==> src/rtl/keyboard_pkg.sv <==
// Shared PS/2 set-2 constants, prefix-FSM states and event word layout
// for the keyboard peripheral.
package keyboard_pkg;

  localparam logic [7:0] PS2_EXT = 8'hE0;
  localparam logic [7:0] PS2_BRK = 8'hF0;

  localparam int EV_W       = 10;
  localparam int EV_BRK_BIT = 9;
  localparam int EV_EXT_BIT = 8;
  localparam int EV_CODE_W  = 8;

  typedef enum logic [1:0] {
    ST_IDLE,
    ST_EXT,
    ST_BRK,
    ST_EXT_BRK
  } kb_state_e;

  function automatic logic [EV_W-1:0] mk_event(
    input logic       brk,
    input logic       ext,
    input logic [7:0] code
  );
    logic [EV_W-1:0] ev;
    ev = '0;
    ev[EV_BRK_BIT] = brk;
    ev[EV_EXT_BIT] = ext;
    ev[EV_CODE_W-1:0] = code;
    return ev;
  endfunction

endpackage

==> src/rtl/sync_fifo.sv <==
// Single-clock FIFO with wrapping pointers; a push into a full FIFO is
// accepted only when a pop frees the head slot on the same edge.
module sync_fifo #(
  parameter int WIDTH = 10,
  parameter int DEPTH = 16,
  parameter int AW    = $clog2(DEPTH)
) (
  input  logic             clk_i,
  input  logic             rst_ni,
  input  logic             push_i,
  input  logic             pop_i,
  input  logic [WIDTH-1:0] wdata_i,
  output logic             full_o,
  output logic             empty_o,
  output logic [AW:0]      count_o,
  output logic [WIDTH-1:0] head_o
);

  logic [WIDTH-1:0] mem_q [DEPTH];
  logic [AW-1:0]    wptr_q, wptr_d;
  logic [AW-1:0]    rptr_q, rptr_d;
  logic [AW:0]      count_q, count_d;
  logic             do_push, do_pop;

  assign full_o  = (count_q == (AW+1)'(DEPTH));
  assign empty_o = (count_q == '0);
  assign count_o = count_q;
  assign head_o  = mem_q[rptr_q];

  assign do_pop  = pop_i && !empty_o;
  assign do_push = push_i && (!full_o || do_pop);

  always_comb begin
    wptr_d  = wptr_q;
    rptr_d  = rptr_q;
    count_d = count_q;
    if (do_push) wptr_d = wptr_q + 1'b1;
    if (do_pop)  rptr_d = rptr_q + 1'b1;
    unique case (1'b1)
      do_push && !do_pop: count_d = count_q + 1'b1;
      do_pop && !do_push: count_d = count_q - 1'b1;
      default:            count_d = count_q;
    endcase
  end

  always_ff @(posedge clk_i or negedge rst_ni) begin
    if (!rst_ni) begin
      wptr_q  <= '0;
      rptr_q  <= '0;
      count_q <= '0;
    end else begin
      wptr_q  <= wptr_d;
      rptr_q  <= rptr_d;
      count_q <= count_d;
    end
  end

  always_ff @(posedge clk_i) begin
    if (do_push) mem_q[wptr_q] <= wdata_i;
  end

endmodule

==> src/rtl/ps2_key_event_queue.sv <==
// Folds PS/2 E0/F0 prefixes into key-event words and queues them for
// CPU polling; DATA reads pop, STATUS reads clear the overflow flag.
module ps2_key_event_queue
  import keyboard_pkg::*;
#(
  parameter int          DEPTH       = 16,
  parameter logic [13:0] DATA_ADDR   = 14'h3ffe,
  parameter logic [13:0] STATUS_ADDR = 14'h3ffd
) (
  input  logic        system_clk,
  input  logic        reset,
  input  logic        scancode_valid,
  input  logic [7:0]  scancode,
  input  logic        frame_error,
  input  logic [13:0] address,
  input  logic        read_en,
  output logic [63:0] data
);

  localparam int AW = $clog2(DEPTH);

  kb_state_e        state_q, state_d;
  logic             push;
  logic [EV_W-1:0]  ev;
  logic             ovf_q, ovf_d;
  logic             fifo_full, fifo_empty;
  logic [AW:0]      fifo_count;
  logic [EV_W-1:0]  fifo_head;
  logic [8:0]       cnt9;
  logic             sel_data, sel_stat, pop;
  logic             is_ext, is_brk;

  assign is_ext = (scancode == PS2_EXT);
  assign is_brk = (scancode == PS2_BRK);

  always_comb begin
    state_d = state_q;
    push    = 1'b0;
    ev      = '0;
    if (frame_error) begin
      state_d = ST_IDLE;
    end else if (scancode_valid) begin
      unique case (state_q)
        ST_IDLE: begin
          unique case (1'b1)
            is_ext:  state_d = ST_EXT;
            is_brk:  state_d = ST_BRK;
            default: begin
              push = 1'b1;
              ev   = mk_event(1'b0, 1'b0, scancode);
            end
          endcase
        end
        ST_EXT: begin
          unique case (1'b1)
            is_brk:  state_d = ST_EXT_BRK;
            is_ext:  state_d = ST_EXT;
            default: begin
              push    = 1'b1;
              ev      = mk_event(1'b0, 1'b1, scancode);
              state_d = ST_IDLE;
            end
          endcase
        end
        ST_BRK: begin
          if (!(is_ext || is_brk)) begin
            push    = 1'b1;
            ev      = mk_event(1'b1, 1'b0, scancode);
            state_d = ST_IDLE;
          end
        end
        ST_EXT_BRK: begin
          if (!(is_ext || is_brk)) begin
            push    = 1'b1;
            ev      = mk_event(1'b1, 1'b1, scancode);
            state_d = ST_IDLE;
          end
        end
        default: state_d = ST_IDLE;
      endcase
    end
  end

  assign sel_data = (address == DATA_ADDR);
  assign sel_stat = (address == STATUS_ADDR);
  assign pop      = read_en && sel_data && !fifo_empty;

  // A drop in the clearing cycle must stay visible to the next poll.
  always_comb begin
    ovf_d = ovf_q;
    if (read_en && sel_stat) ovf_d = 1'b0;
    if (push && fifo_full && !pop) ovf_d = 1'b1;
  end

  always_ff @(posedge system_clk or negedge reset) begin
    if (!reset) begin
      state_q <= ST_IDLE;
      ovf_q   <= 1'b0;
    end else begin
      state_q <= state_d;
      ovf_q   <= ovf_d;
    end
  end

  sync_fifo #(
    .WIDTH (EV_W),
    .DEPTH (DEPTH)
  ) u_fifo (
    .clk_i   (system_clk),
    .rst_ni  (reset),
    .push_i  (push),
    .pop_i   (pop),
    .wdata_i (ev),
    .full_o  (fifo_full),
    .empty_o (fifo_empty),
    .count_o (fifo_count),
    .head_o  (fifo_head)
  );

  assign cnt9 = 9'(fifo_count);

  always_comb begin
    data = 64'h0;
    unique case (1'b1)
      sel_data: if (!fifo_empty) data = {1'b1, 53'b0, fifo_head};
      sel_stat: data = {ovf_q, 54'b0, cnt9};
      default:  data = 64'h0;
    endcase
  end

endmodule

==> config.mk <==
export PLATFORM = sky130hd
export DESIGN_NAME = ps2_key_event_queue
export DESIGN_NICKNAME = d
export VERILOG_FILES = /design/src/rtl/keyboard_pkg.sv /design/src/rtl/sync_fifo.sv /design/src/rtl/ps2_key_event_queue.sv
export SDC_FILE = /design/constraint.sdc
export NUM_CORES = 1
export LEC_CHECK = 0
export CORE_MARGIN = 1
export CORE_UTILIZATION = 45
export DETAILED_ROUTE_END_ITERATION = 10
export DONT_BUFFER_PORTS = 1
export HOLD_SLACK_MARGIN = 0.06
export SLEW_MARGIN = 20
export SYNTH_ARGS = -nofsm -noshare
export SYNTH_HDL_FRONTEND = slang
export SYNTH_HIERARCHICAL = 1
export SYNTH_SLANG_ARGS = --single-unit
==> constraint.sdc <==
create_clock -name system_clk -period 4.3 [get_ports system_clk]
set_input_delay 0.645 -clock system_clk [delete_from_list [all_inputs] [get_ports system_clk]]
set_output_delay 0.645 -clock system_clk [all_outputs]
set_load 0.005 [all_outputs]
==> metrics <==
status completed; io pins just over 90; Synth Warn # 6; Crit. End Element flop; Synth Area in Compound Gates under 10%; synthesized cell area 7789 um^2; row count 47; diodes inserted 0; Detail Placement HPWL 10190 um; max-cap viol count 0; Via Count 3944; kind of critical path flop to flop; worst-path cell chain or4_1, nor2_1, nor4bb_1, nand4_1, inv_1, o21ai_2, nor2_1, fa_1, a211oi_1, o211ai_1, o311ai_0, o211ai_1; final cell count without fillers 718; Req. time, crit path 4580 ps; DRT Wirelength 15410 um; clk_skew 6.918 ps; total CTS buffers 17; GPL Wtd Cong 0.8596; H-tree depth 4; RSZ-0062 raised after global routing no; CP max FO 10; minimum clock period 3700 ps; slowest library cell on the worst path or4_1; most frequent cells in the layout edfxtp_1 (160), conb_1 (53), mux4_2 (40), nand2_1 (24), buf_4 (23); crit-path max cell delay 720 ps; die height 133.6 um; post-synthesis adder-cell area fraction 1.542%; DR pass1 iterations 4; WP data arrival ~4000 ps; area delta synth->final 8.723%; TritonCTS clock tree built; Cells after DPL about 690; Routed Antenna Nets 0; Die Area ~18000 um^2; Unique masters post-synth 52; Post-synth EDFFs 160; max-slew violations 0; largest family of logic cells by synthesized area multiplexers; commonest non-fill, non-tap cell in the layout edfxtp_1; Core Area 16760 um^2; Hold WC Path Type primary input to flop; FF+latch count, synth 176; postcts setup bufs 0; Top FF cell, synth edfxtp_1; Post-Synth Simple-Gate Area under 10%; fin crit share approximately 86%; total leakage power 0.002885 uW; Post-Syn Instances 465; asr flop ratio synth 9.091%; first-pass GRT wire length ~24000 um; IO buf count 0; clk buf depth 2; Clk pin slew, worst setup/hold paths about 70 ps; Clock Sinks 176; XOR/XNOR share of the synthesized area 1.012%; peak supply drop 367.7 uV; initial antenna violation count 0; post-synthesis mux area share 12.27%; clk root buf clkbuf_16; post-synthesis average cell area 16.75 um^2; Slew @ Worst Pin 1042 ps; Fillers 1377; total negative slack 0 ps; Seq/Total Area, Yosys 66.83%; largest net degree at the start of global routing 21; share of layout cells above drive strength 1 20.48%; Rel. slew slack 30.40%; drt drc 0; PwrDens between 400 and 500 nW/um^2; nets@finish 521; 1st-iter DRT viols 308; worst skew pair latency 420 ps; DR WL/cell 21.46 um; Initial Utilization between 40% and 50%; fmax roughly 0.27 GHz; gr usage total 18.64%; endpoints failing setup 0; final hold vios 0; via/cell ratio 5.493; global route total overflow 0; Die X 133.6 um; vias in the first global route 3993; CP startpoint kind flop
[logic make-up after synthesis]
group | after synthesis
AOI/OAI and AO/OA | 50
other | 1
muxes | 43
DFF | 176
xor gates and xnor gates | 9
buffers and inverters | 81
adders and majority gates | 9
and+or+nand+nor | 96
[worst max-delay path: cells and delay by family, from the launching register on]
kind | cells | cell delay (ps)
buffers and inverters | 1 | 210
AND/OR/NAND/NOR | 5 | 1340
adder cells (fa/ha/maj) | 1 | 460
flip-flops | 1 | 460
AO/OA/AOI/OAI | 5 | 1100
[layout make-up]
class | count | area (um^2) | share of cell area [%]
repair buffers | 24 | 182.7 | 2.157
clock buffers | 19 | 432.9 | 5.112
multi-input cells | 260 | 2241 | 26.46
flip-flops and latches | 176 | 5207 | 61.50
well taps | 220 | 275.3 | 3.251
clock inverters | 13 | 106.4 | 1.256
inverters | 6 | 22.52 | 0.2660
[report_power, final]
part           total (uW)  leakage (uW)  internal, uW  switching, uW
clock                1410      0.000268           752            658
combinational         359      0.000930           140            218
sequential           2070       0.00169          1980           93.0
total                3840       0.00289          2870            969
[flip-flops by register name (all words and copies together), names as in the netlist]
name / count
ovf_q: 1
state_q: 2
u_fifo/count_o: 5
u_fifo/mem_q: 160
u_fifo/rptr_q: 4
u_fifo/wptr_q: 4
[path summary, 6_finish.rpt]
| kind | slack, ps | start | end | cells past startpoint |
|---|---|---|---|---|
| hold / removal | 290 | frame_error | state_q[0] | 1 |
| min in group asynchronous | 770 | reset | u_fifo/wptr_q[0] | 1 |
| setup / recovery | 600 | u_fifo/count_o[1] | u_fifo/count_o[4] | 12 |
| setup reg to reg | 600 | u_fifo/count_o[1] | u_fifo/count_o[4] | 12 |
| hold reg to reg | 520 | ovf_q | ovf_q | 1 |
| max in group asynchronous | 2950 | reset | u_fifo/rptr_q[1] | 1 |
[cells in the mapped netlist, drive strengths merged, types with 5 or more instances]
master,instances,area share [%]
edfxtp,160,62
buf,66,6.2
mux4,40,12
nand2,24,1.2
a22oi,20,1.9
nor2,19,0.92
and2,17,1.4
dfrtp,16,5.1
clkbuf,9,0.43
xnor2,9,1.0
ha,8,1.3
nand3,8,0.51
nor3,7,0.45
inv,6,0.29
a21oi,5,0.32
o21ai,5,0.37
o2bb2ai,5,0.56
[per-layer routing]
layer  part of all wire, %  global-route usage, %  up-vias
li1                      -                      -     1748
met3                   6.7                  3.995       16
met4                   1.3                  7.134        0
met1                    43                  25.17     2026
met2                    49                  29.72      154
met5                     0                      0        -
[metrics by stage]
| step | util [%] | worst slack, ps | instance area (um^2) | power (uW) | hold WS [ps] |
|---|---|---|---|---|---|
| 3_5_place_dp | 47.25 | 675.4 | 7919 | 2460 | 349.8 |
| 2_1_floorplan | - | 1118 | 7984 | 2390 | 349.4 |
| 6_report | 50.53 | 600.3 | 8468 | 3839 | 290.4 |
| 3_3_place_gp | 47.25 | 802.1 | 7919 | 2452 | 349.8 |
| 5_1_grt | 50.53 | 346.2 | 8468 | 3987 | 281.1 |
| 4_1_cts | 50.53 | 669.4 | 8468 | 3866 | 271.8 |
[timing repair]
| item | CTS | global route |
|---|---|---|
| hold buffers | 1 | 0 |
| gates resized for setup | 0 | 0 |
| hold endpoints to repair | 16 | 0 |
| endpoints found under the setup margin | 0 | 0 |
No activity file was read; power rests on OpenSTA's default activity.
